<file path="config.mk">
export PLATFORM = sky130hd
export DESIGN_NAME = sdram_slot_arbiter_flat
export DESIGN_NICKNAME = d
export VERILOG_FILES = /design/src/rtl/sdram_slot_arbiter_if.sv /design/src/rtl/sdram_slot_arbiter.sv /design/src/flat_wrapper.sv
export SDC_FILE = /design/constraint.sdc
export NUM_CORES = 1
export LEC_CHECK = 0
export CORE_MARGIN = 1.5
export CORE_UTILIZATION = 53
export CTS_CLUSTER_SIZE = 28
export DETAILED_ROUTE_END_ITERATION = 12
export GPL_TIMING_DRIVEN = 0
export PLACE_DENSITY = 0.84
export SLEW_MARGIN = 25
export SYNTH_ARGS = -nofsm -noshare
export SYNTH_HDL_FRONTEND = slang
export SYNTH_SLANG_ARGS = --single-unit
</file>
<file path="constraint.sdc">
create_clock -name clk -period 3 [get_ports clk]
set_input_delay 0.9 -clock clk [delete_from_list [all_inputs] [get_ports clk]]
set_output_delay 0.9 -clock clk [all_outputs]
set_load 0.02 [all_outputs]
</file>
<file path="src/rtl/sdram_slot_arbiter_if.sv">
// Bus bundle between the SDRAM slot arbiter and its surroundings: the loader
// byte stream, the NES memory ports, the SDRAM controller port and status.
interface sdram_slot_arbiter_if #(
    parameter int ADDR_BITS  = 22,
    parameter int FIFO_DEPTH = 4
);
    logic [1:0]                     ce_phase;
    logic                           load_done;
    logic                           ld_valid;
    logic                           ld_ready;
    logic [ADDR_BITS-1:0]           ld_addr;
    logic [7:0]                     ld_data;
    logic [ADDR_BITS-1:0]           nes_addr;
    logic                           nes_rd_cpu;
    logic                           nes_rd_ppu;
    logic                           nes_wr;
    logic [7:0]                     nes_dout;
    logic [ADDR_BITS+2:0]           mem_addr;
    logic                           mem_we;
    logic [7:0]                     mem_din;
    logic                           mem_oe_a;
    logic                           mem_oe_b;
    logic                           sd_drive;
    logic                           nes_run_en;
    logic [$clog2(FIFO_DEPTH):0]    fifo_level;
    logic [1:0]                     state;

    modport slave (
        input  ce_phase, load_done, ld_valid, ld_addr, ld_data,
               nes_addr, nes_rd_cpu, nes_rd_ppu, nes_wr, nes_dout,
        output ld_ready, mem_addr, mem_we, mem_din, mem_oe_a, mem_oe_b,
               sd_drive, nes_run_en, fifo_level, state
    );

    modport master (
        output ce_phase, load_done, ld_valid, ld_addr, ld_data,
               nes_addr, nes_rd_cpu, nes_rd_ppu, nes_wr, nes_dout,
        input  ld_ready, mem_addr, mem_we, mem_din, mem_oe_a, mem_oe_b,
               sd_drive, nes_run_en, fifo_level, state
    );
endinterface

</file>
<file path="src/rtl/sdram_slot_arbiter.sv">
// SDRAM slot arbiter: buffers loader byte writes in a small FIFO and issues
// one per NES slot while loading, then hands the SDRAM port to the NES core
// (combinational pass-through) once every buffered write has retired.
module sdram_slot_arbiter #(
    parameter int ADDR_BITS  = 22,
    parameter int FIFO_DEPTH = 4,
    parameter int SLOT_PHASE = 3
) (
    input  logic                 clk,
    input  logic                 resetn,
    sdram_slot_arbiter_if.slave  bus
);
    localparam int PTR_W = $clog2(FIFO_DEPTH);
    localparam int CNT_W = PTR_W + 1;

    typedef enum logic [1:0] {
        ST_LOAD  = 2'd0,
        ST_DRAIN = 2'd1,
        ST_RUN   = 2'd2
    } state_t;

    state_t                 r_state;
    state_t                 w_state_nxt;

    logic [ADDR_BITS-1:0]   r_fifo_addr [FIFO_DEPTH];
    logic [7:0]             r_fifo_data [FIFO_DEPTH];
    logic [PTR_W-1:0]       r_wr_ptr;
    logic [PTR_W-1:0]       r_rd_ptr;
    logic [CNT_W-1:0]       r_count;
    logic [CNT_W-1:0]       w_count_nxt;
    logic                   r_ld_ready;

    logic [ADDR_BITS-1:0]   r_mem_addr;
    logic [7:0]             r_mem_din;
    logic                   r_mem_we;

    logic                   w_slot;
    logic                   w_empty;
    logic                   w_push;
    logic                   w_pop;

    // A write slot is the single ce_phase value on which writes issue/retire.
    assign w_slot  = (bus.ce_phase == 2'(SLOT_PHASE));
    assign w_empty = (r_count == {CNT_W{1'b0}});
    assign w_push  = bus.ld_valid & r_ld_ready;
    assign w_pop   = w_slot & ~w_empty & (r_state != ST_RUN);

    // Occupancy after this edge; a simultaneous push and pop leaves it unchanged.
    always_comb begin
        w_count_nxt = r_count;
        case ({w_push, w_pop})
            2'b10:   w_count_nxt = r_count + CNT_W'(1);
            2'b01:   w_count_nxt = r_count - CNT_W'(1);
            default: w_count_nxt = r_count;
        endcase
    end

    // Next-state logic for the LOAD -> DRAIN -> RUN handoff.
    always_comb begin
        w_state_nxt = r_state;
        case (r_state)
            ST_LOAD: begin
                if (bus.load_done) begin
                    w_state_nxt = ST_DRAIN;
                end else begin
                    w_state_nxt = ST_LOAD;
                end
            end
            ST_DRAIN: begin
                // Hand over only once the last write has also been retired.
                if (!bus.load_done) begin
                    w_state_nxt = ST_LOAD;
                end else if (w_slot && w_empty && !r_mem_we) begin
                    w_state_nxt = ST_RUN;
                end else begin
                    w_state_nxt = ST_DRAIN;
                end
            end
            ST_RUN: begin
                if (!bus.load_done) begin
                    w_state_nxt = ST_LOAD;
                end else begin
                    w_state_nxt = ST_RUN;
                end
            end
            default: w_state_nxt = ST_LOAD;
        endcase
    end

    // State register.
    always_ff @(posedge clk or negedge resetn) begin
        if (!resetn) begin
            r_state <= ST_LOAD;
        end else begin
            r_state <= w_state_nxt;
        end
    end

    // FIFO storage; contents are only meaningful between the pointers.
    always_ff @(posedge clk) begin
        if (w_push) begin
            r_fifo_addr[r_wr_ptr] <= bus.ld_addr;
            r_fifo_data[r_wr_ptr] <= bus.ld_data;
        end
    end

    // FIFO pointers, occupancy, loader handshake and the issued-write registers.
    always_ff @(posedge clk or negedge resetn) begin
        if (!resetn) begin
            r_wr_ptr   <= {PTR_W{1'b0}};
            r_rd_ptr   <= {PTR_W{1'b0}};
            r_count    <= {CNT_W{1'b0}};
            r_ld_ready <= 1'b0;
            r_mem_addr <= {ADDR_BITS{1'b0}};
            r_mem_din  <= 8'h00;
            r_mem_we   <= 1'b0;
        end else begin
            if (w_push) begin
                r_wr_ptr <= r_wr_ptr + PTR_W'(1);
            end
            r_count    <= w_count_nxt;
            r_ld_ready <= (w_state_nxt == ST_LOAD) &&
                          (w_count_nxt != CNT_W'(FIFO_DEPTH));
            // A write stays on the bus for one whole slot (slot edge to slot edge).
            if (w_pop) begin
                r_rd_ptr   <= r_rd_ptr + PTR_W'(1);
                r_mem_addr <= r_fifo_addr[r_rd_ptr];
                r_mem_din  <= r_fifo_data[r_rd_ptr];
                r_mem_we   <= 1'b1;
            end else if (w_slot || (r_state == ST_RUN)) begin
                r_mem_we   <= 1'b0;
            end
        end
    end

    // SDRAM port mux: NES signals pass straight through in RUN, loader writes otherwise.
    always_comb begin
        bus.mem_addr = {3'b000, r_mem_addr};
        bus.mem_we   = r_mem_we;
        bus.mem_din  = r_mem_din;
        bus.mem_oe_a = 1'b0;
        bus.mem_oe_b = 1'b0;
        bus.sd_drive = r_mem_we;
        if (r_state == ST_RUN) begin
            bus.mem_addr = {3'b000, bus.nes_addr};
            bus.mem_we   = bus.nes_wr;
            bus.mem_din  = bus.nes_dout;
            bus.mem_oe_a = bus.nes_rd_cpu;
            bus.mem_oe_b = bus.nes_rd_ppu;
            bus.sd_drive = bus.nes_wr;
        end else begin
            bus.mem_oe_a = 1'b0;
            bus.mem_oe_b = 1'b0;
        end
    end

    assign bus.ld_ready   = r_ld_ready;
    assign bus.nes_run_en = (r_state == ST_RUN);
    assign bus.fifo_level = r_count;
    assign bus.state      = r_state;

endmodule

</file>
<file path="src/flat_wrapper.sv">
// flat-port wrapper written by rule: the top's interface ports become plain ports
module sdram_slot_arbiter_flat 
#(
    parameter int ADDR_BITS  = 22,
    parameter int FIFO_DEPTH = 4,
    parameter int SLOT_PHASE = 3
)
  (clk, resetn, bus_ce_phase, bus_load_done, bus_ld_valid, bus_ld_addr, bus_ld_data, bus_nes_addr, bus_nes_rd_cpu, bus_nes_rd_ppu, bus_nes_wr, bus_nes_dout, bus_ld_ready, bus_mem_addr, bus_mem_we, bus_mem_din, bus_mem_oe_a, bus_mem_oe_b, bus_sd_drive, bus_nes_run_en, bus_fifo_level, bus_state);
  sdram_slot_arbiter_if #(.ADDR_BITS(ADDR_BITS), .FIFO_DEPTH(FIFO_DEPTH)) bus_i ();
  input  logic clk;
  input  logic resetn;
  input wire logic [$bits(bus_i.ce_phase)-1:0] bus_ce_phase;
  input wire logic [$bits(bus_i.load_done)-1:0] bus_load_done;
  input wire logic [$bits(bus_i.ld_valid)-1:0] bus_ld_valid;
  input wire logic [$bits(bus_i.ld_addr)-1:0] bus_ld_addr;
  input wire logic [$bits(bus_i.ld_data)-1:0] bus_ld_data;
  input wire logic [$bits(bus_i.nes_addr)-1:0] bus_nes_addr;
  input wire logic [$bits(bus_i.nes_rd_cpu)-1:0] bus_nes_rd_cpu;
  input wire logic [$bits(bus_i.nes_rd_ppu)-1:0] bus_nes_rd_ppu;
  input wire logic [$bits(bus_i.nes_wr)-1:0] bus_nes_wr;
  input wire logic [$bits(bus_i.nes_dout)-1:0] bus_nes_dout;
  output wire logic [$bits(bus_i.ld_ready)-1:0] bus_ld_ready;
  output wire logic [$bits(bus_i.mem_addr)-1:0] bus_mem_addr;
  output wire logic [$bits(bus_i.mem_we)-1:0] bus_mem_we;
  output wire logic [$bits(bus_i.mem_din)-1:0] bus_mem_din;
  output wire logic [$bits(bus_i.mem_oe_a)-1:0] bus_mem_oe_a;
  output wire logic [$bits(bus_i.mem_oe_b)-1:0] bus_mem_oe_b;
  output wire logic [$bits(bus_i.sd_drive)-1:0] bus_sd_drive;
  output wire logic [$bits(bus_i.nes_run_en)-1:0] bus_nes_run_en;
  output wire logic [$bits(bus_i.fifo_level)-1:0] bus_fifo_level;
  output wire logic [$bits(bus_i.state)-1:0] bus_state;
  assign bus_i.ce_phase = bus_ce_phase;
  assign bus_i.load_done = bus_load_done;
  assign bus_i.ld_valid = bus_ld_valid;
  assign bus_i.ld_addr = bus_ld_addr;
  assign bus_i.ld_data = bus_ld_data;
  assign bus_i.nes_addr = bus_nes_addr;
  assign bus_i.nes_rd_cpu = bus_nes_rd_cpu;
  assign bus_i.nes_rd_ppu = bus_nes_rd_ppu;
  assign bus_i.nes_wr = bus_nes_wr;
  assign bus_i.nes_dout = bus_nes_dout;
  assign bus_ld_ready = bus_i.ld_ready;
  assign bus_mem_addr = bus_i.mem_addr;
  assign bus_mem_we = bus_i.mem_we;
  assign bus_mem_din = bus_i.mem_din;
  assign bus_mem_oe_a = bus_i.mem_oe_a;
  assign bus_mem_oe_b = bus_i.mem_oe_b;
  assign bus_sd_drive = bus_i.sd_drive;
  assign bus_nes_run_en = bus_i.nes_run_en;
  assign bus_fifo_level = bus_i.fifo_level;
  assign bus_state = bus_i.state;
  sdram_slot_arbiter #(.ADDR_BITS(ADDR_BITS), .FIFO_DEPTH(FIFO_DEPTH), .SLOT_PHASE(SLOT_PHASE)) u_core (.clk(clk), .resetn(resetn), .bus(bus_i));
endmodule
</file>
==> results of run 1 <==
==> registers in the layout, summed over array words and instances, names as in the netlist <==
register and flops:
u_core.bus.ld_ready 1, u_core.r_mem_addr 22, u_core.r_fifo_data 32, u_core.r_fifo_addr 88
u_core.r_mem_din 8, u_core.r_wr_ptr 2, u_core.r_mem_we 1, u_core.bus.state 2
u_core.r_rd_ptr 2, u_core.bus.fifo_level 3
==> logic make-up after synthesis <==
group	count (synthesis)	share of synthesized area [%]
buffers and inverters	23	2.51
adders and majority gates	6	1.25
xor gates and xnor gates	6	0.797
muxes	94	22.5
DFF	161	70.2
and+or+nand+nor	23	2.32
AOI/OAI and AO/OA	3	0.380
other	1	0.0569
==> worst paths after layout <==
path,slack [ns],cells after the start,startpoint,end
max,0.04,5,u_core.bus.state[0],bus_mem_addr[15]
min,0.45,1,resetn,u_core.r_mem_addr[1]
max reg2reg,0.58,10,u_core.bus.state[1],u_core.bus.ld_ready
min reg2reg,0.51,1,u_core.r_mem_addr[16],u_core.r_mem_addr[16]
max in group asynchronous,2.03,2,resetn,u_core.r_mem_addr[16]
min in group clk,0.51,1,u_core.r_mem_addr[16],u_core.r_mem_addr[16]
==> stage by stage <==
| step | power [mW] | utilization (%) | area [um2] | setup slack [ns] |
|---|---|---|---|---|
| final | 7.86 | 71.8 | 8660 | 0.0379 |
| after floorplan | 4.86 | - | 6600 | 0.155 |
| after CTS | 7.92 | 71.7 | 8650 | 0.00803 |
| after global routing | 8.20 | 71.8 | 8660 | -0.0226 |
| after global placement | 5.72 | 65.5 | 7900 | -0.543 |
| after detailed placement | 5.87 | 66.6 | 8030 | -0.613 |
==> critical path, delay by kind of cell, from the launching register on <==
family                 cells  cell delay, ns
muxes                      1            0.35
and+or+nand+nor            1            0.17
buffers and inverters      3            0.70
DFF                        1            0.43
==> where the power goes <==
group | switching, mW | internal [mW]
combinational | 1.17 | 1.40
clock | 0.856 | 1.30
sequential | 0.257 | 2.88
total | 2.28 | 5.58
==> routing by layer <==
layer	GRT usage [%]	share of wire, %
met3	4.55	4.9
met4	8.67	1.8
met5	0	0
met1	26.1	39
met2	37.6	54
==> repair_timing <==
item	CTS	global route
buffers inserted	3	0
pin swaps	1	0
resized for setup	39	6
endpoints found under the setup margin	36	26
==> layout make-up <==
cell class	count	area (um2)	share of cell area (%)
flip-flops and latches	161	4630	53.4
multi-input cells	135	1830	21.1
repair buffers	117	1210	14.0
clock buffers	17	425	4.91
well taps	168	210	2.43
clock inverters	15	169	1.95
plain buffers	18	169	1.95
inverters	5	18.8	0.217
==> synthesized netlist by cell type (2+ instances only) <==
library cell | n | share of area (%)
dfrtp_1 | 41 | 16
and2_1 | 2 | 0.19
mux2_2 | 41 | 7.0
mux2_4 | 21 | 4.8
mux2i_1 | 2 | 0.30
nand2_1 | 4 | 0.23
xor2_1 | 4 | 0.53
mux4_2 | 28 | 9.6
mux4_1 | 2 | 0.80
edfxtp_1 | 120 | 55
nor2_1 | 2 | 0.11
xnor2_1 | 2 | 0.27
clkbuf_1 | 2 | 0.11
buf_6 | 6 | 1.0
nor2b_1 | 4 | 0.38
buf_4 | 9 | 1.0
ha_1 | 5 | 0.95
inv_1 | 5 | 0.28
and3_1 | 4 | 0.38
==> flow_metrics.env, run 1 <==
export IMPL_status="complete, no violations"
export IMPL_synth_seq_cells=161
export IMPL_synth_edf_count=120
export IMPL_die_w_um=115
export IMPL_grt_overflow_total=0
export IMPL_slew_viol_final=0
export IMPL_netlist_area_um2=6590
export IMPL_antenna_found_initial=0
export IMPL_rows=40
export IMPL_dr_pass1_iters=4
export IMPL_layout_cells_most_common_list="120 x edfxtp_1, 74 x clkdlybuf4s50_1, 41 x mux2_2, 41 x dfrtp_1, 30 x dlygate4sd2_1"
export IMPL_clock_skew_ns=0.00662
export IMPL_clock_sinks=161
export IMPL_slowest_stage="dfrtp_1"
export IMPL_rsz0062_at_grt="yes"
export IMPL_hold_viol_final=0
export IMPL_vias=3430
export IMPL_dieArea_um2=13100
export IMPL_tightest_slew_ns=0.696
export IMPL_grt_pass1_wl_um=20000
export IMPL_cp_cell_sequence="nor2b_4 -> buf_8 -> buf_6 -> mux2_2 -> dlygate4sd2_1"
export IMPL_power_density_nw_per_um2=908
export IMPL_netlist_cell_type_count=32
export IMPL_cts_htree_levels=4
export IMPL_clk_pin_slew_worst_paths_ns=0.06
export IMPL_cts_tree="yes"
export IMPL_wl_per_cell_um=20.8
export IMPL_setup_viol=0
export IMPL_max_cap_violations=0
export IMPL_synthFlopType="edfxtp_1"
export IMPL_drtIter0Drc=171
export IMPL_fmax_mhz=338
export IMPL_cts_buffer_depth=2
export IMPL_core_area_um2=12100
export IMPL_period_needed_ns=2.96
export IMPL_final_common_cell="edfxtp_1"
export IMPL_start_util_pct=54.6
export IMPL_grt_max_degree=27
export IMPL_placed_cells=601
export IMPL_yosys_warnings=0
export IMPL_drc_errors=0
export IMPL_slew_headroom_pct=53.6
export IMPL_critical_path_class="flop to primary output"
export IMPL_vias_per_cell=5.39
export IMPL_clk_latency_ns=0.42
export IMPL_n_fill_cell=766
export IMPL_critPathRequiredTime_ns=2.10
export IMPL_final_layout_size_suffix_gt1_share_pct=33.1
export IMPL_grt_use_total_pct=21.5
export IMPL_finalCritPeriodShare_pct=98.7
export IMPL_synth_seq_area_share_pct=70.2
export IMPL_crit_path_end_kind="primary output"
export IMPL_setup_tns_ns=0
export IMPL_arrival_ns=2.06
export IMPL_antennaDiodeCount=0
export IMPL_critPathMaxFanout=10
export IMPL_worstHoldPathType="primary input to async pin"
export IMPL_port_buffer_count=109
export IMPL_ant_nets=0
export IMPL_dp_hpwl_um=8550
export IMPL_hold_ws_ns=0.445
export IMPL_wirelength_um=13200
export IMPL_ios=113
export IMPL_startpoint_type="flop"
export IMPL_fin_cells=636
export IMPL_syn_inst=317
export IMPL_ctsHoldBuffers=0
export IMPL_grt_pass1_vias=3611
export IMPL_synth_area_per_cell_um2=20.8
export IMPL_nets=530
export IMPL_die_height_um=115
export IMPL_cellLeakagePower_nw=3.21
export IMPL_syn2layout_area_growth_pct=31.4
export IMPL_async_flop_share_pct=25.5
export IMPL_cts_buffers_inserted=17
export IMPL_gp_congestion=0.708
export IMPL_cpPeakStageDelay_ns=0.43
export IMPL_peakVddDrop_v=0.000549
export IMPL_cts_root_buf="clkbuf_16"
Power figures use the tool's default switching activity.
==> inputs of run 2 (changes only) <==
==> constraint.sdc (replaced) <==
create_clock -name clk -period 3 [get_ports clk]
set_input_delay 0.45 -clock clk [delete_from_list [all_inputs] [get_ports clk]]
set_output_delay 0.45 -clock clk [all_outputs]
set_load 0.02 [all_outputs]
==> run 2 against run 1 <==
Clock power is essentially flat. Final cell count decreased by 0.31%. Sequential share of layout area rose by 0.15 points. Combinational power increased by 5%. Sequential power barely moved.
==> flow_metrics.env, run 2 (synthesized netlist as in run 1, its figures left out) <==
export IMPL_arrival_ns=2.45
export IMPL_slowest_stage="clkdlybuf4s50_1"
export IMPL_ios=113
export IMPL_grt_overflow_total=0
export IMPL_cts_buffers_inserted=17
export IMPL_power_density_nw_per_um2=925
export IMPL_dp_slack_ns=-0.163
export IMPL_fin_cells=634
export IMPL_hold_viol_final=0
export IMPL_largestRegisters="u_core.r_fifo_addr (88), u_core.r_fifo_data (32), u_core.r_mem_addr (22)"
export IMPL_antenna_found_initial=0
export IMPL_grt_pass1_wl_um=19700
export IMPL_pwr_share_clk_pct=27.0
export IMPL_die_w_um=115
export IMPL_drtIter0Drc=172
export IMPL_p_sw_mw=2.28
export IMPL_clk_latency_ns=0.42
export IMPL_dieArea_um2=13100
export IMPL_cts_root_buf="clkbuf_16"
export IMPL_grt_max_degree=27
export IMPL_dr_pass1_iters=4
export IMPL_ant_nets=0
export IMPL_power_frac_comb_pct=33.8
export IMPL_core_area_um2=12100
export IMPL_wirelength_um=13100
export IMPL_dr_wl_met2_um=7040
export IMPL_drc_errors=0
export IMPL_critPathRequiredTime_ns=2.55
export IMPL_clk_pin_slew_worst_paths_ns=0.06
export IMPL_cpPeakStageDelay_ns=0.54
export IMPL_cp_cell_sequence="nor2b_2 -> buf_4 -> buf_4 -> mux2_2 -> clkdlybuf4s50_1"
export IMPL_status="complete, no violations"
export IMPL_hold_ws_ns=0.505
export IMPL_placed_cells=601
export IMPL_r2r_end="u_core.bus.ld_ready"
export IMPL_p_total_mw=7.99
export IMPL_critPathMaxFanout=10
export IMPL_critical_path_class="flop to primary output"
export IMPL_fmax_mhz=345
export IMPL_slew_viol_final=0
export IMPL_switching_share_pct=28.5
export IMPL_wl_met1_um=5250
export IMPL_top_register="u_core.r_fifo_addr"
export IMPL_start_util_pct=54.6
export IMPL_cpMostUsedCell="buf_4"
export IMPL_reg2reg_slack_ns=0.32
export IMPL_port_buffer_count=109
export IMPL_seq_power_share_pct=39.2
export IMPL_nets=528
export IMPL_rows=40
export IMPL_vias=3404
export IMPL_peakVddDrop_v=0.000552
export IMPL_met3_length_um=574
export IMPL_hp_start="u_core.r_mem_addr[2]"
export IMPL_wl_per_cell_um=20.6
export IMPL_worstReg2RegStart="u_core.bus.state[1]"
export IMPL_crit_path_end_kind="primary output"
export IMPL_highest_layer="met4"
export IMPL_max_cap_violations=0
export IMPL_final_common_cell="edfxtp_1"
export IMPL_cts_buffer_depth=2
export IMPL_layout_cells_most_common_list="120 x edfxtp_1, 108 x clkdlybuf4s50_1, 41 x mux2_2, 41 x dfrtp_1, 28 x mux4_2"
export IMPL_tightest_slew_ns=0.698
export IMPL_syn2layout_area_growth_pct=31.0
export IMPL_worstHoldPathType="flop to flop"
export IMPL_r2r_cells=9
export IMPL_cellLeakagePower_nw=3.11
export IMPL_die_height_um=115
export IMPL_startpoint_type="flop"
export IMPL_final_util_pct=71.6
export IMPL_cts_htree_levels=4
export IMPL_antennaDiodeCount=0
export IMPL_grt_pass1_vias=3558
export IMPL_p_int_mw=5.71
export IMPL_cts_tree="yes"
export IMPL_min_to="u_core.r_mem_addr[2]"
export IMPL_setup_viol=0
export IMPL_min_path_cells=1
export IMPL_rsz0062_at_grt="no"
export IMPL_final_layout_size_suffix_gt1_share_pct=32.0
export IMPL_gp_congestion=0.708
export IMPL_clock_sinks=161
export IMPL_dp_hpwl_um=8550
export IMPL_largest_reg_flops=88
export IMPL_setup_ws_ns=0.0992
export IMPL_grt_use_total_pct=21.2
export IMPL_vias_per_cell=5.37
export IMPL_period_needed_ns=2.90
export IMPL_slew_headroom_pct=53.4
export IMPL_clock_skew_ns=0.00769
export IMPL_finalCritPeriodShare_pct=96.7
## run 2: metrics by stage
step	TNS [ns]	instance area (um2)
3_5_place_dp	-0.163	8030
5_1_grt	0	8640
2_1_floorplan	0	6600
6_report	0	8640
4_1_cts	0	8640
3_3_place_gp	-0.0925	7900
## run 2: power groups by stage
stage                     sequential, mW  combinational, mW  clock [mW]
final                               3.13               2.70        2.16
after global routing                3.17               2.87        2.28
after CTS                           3.13               2.75        2.17
after detailed placement            3.16               2.71           0
after global placement              3.15               2.57           0
after floorplan                     3.10               1.76           0
## run 2: timing repair
action,in CTS,in global routing
hold buffers,1,0
setup endpoints to repair,20,0
hold endpoints to repair,15,0
buffers inserted,0,0
resized for setup,1,0
## run 2: worst max path at each step
stage	from	endpoint	slack [ns]	cells after the start
2_1_floorplan	u_core.bus.state[1]	u_core.bus.ld_ready	0.46	9
3_3_place_gp	bus_ce_phase[0]	u_core.bus.ld_ready	-0.09	10
3_5_place_dp	bus_ce_phase[0]	u_core.bus.ld_ready	-0.16	10
4_1_cts	u_core.bus.state[1]	bus_mem_addr[15]	0.06	5
5_1_grt	u_core.bus.state[1]	bus_mem_addr[17]	0.01	5
6_report	u_core.bus.state[1]	bus_mem_addr[15]	0.1	5
## run 2: cell type report
type	count	area, um2
fillers	765	3420
multi-input cells	135	1810
clock buffers	17	425
clock inverters	15	169
plain buffers	18	146
inverters	5	18.8
well taps	168	210
repair buffers	115	1230
flip-flops and latches	161	4630
## run 2: routing by layer
layer | track usage [%] | up-vias
li1 | - | 1522
met4 | 8.25 | 0
met5 | 0 | -
met3 | 4.34 | 18
met1 | 26.1 | 1762
met2 | 37.1 | 102
## run 2: worst max-delay path, delay by kind of cell (launching register included)
kind | cells | cell delay [ns]
flops | 1 | 0.38
mux | 1 | 0.36
simple gates | 1 | 0.23
buf+inv | 3 | 1.05
==> inputs of run 3 (changes only) <==
- CAP_MARGIN: unset -> 20
==> results of run 3 <==
Same layout as run 2: the final DEF is identical, and so are final timing and power.
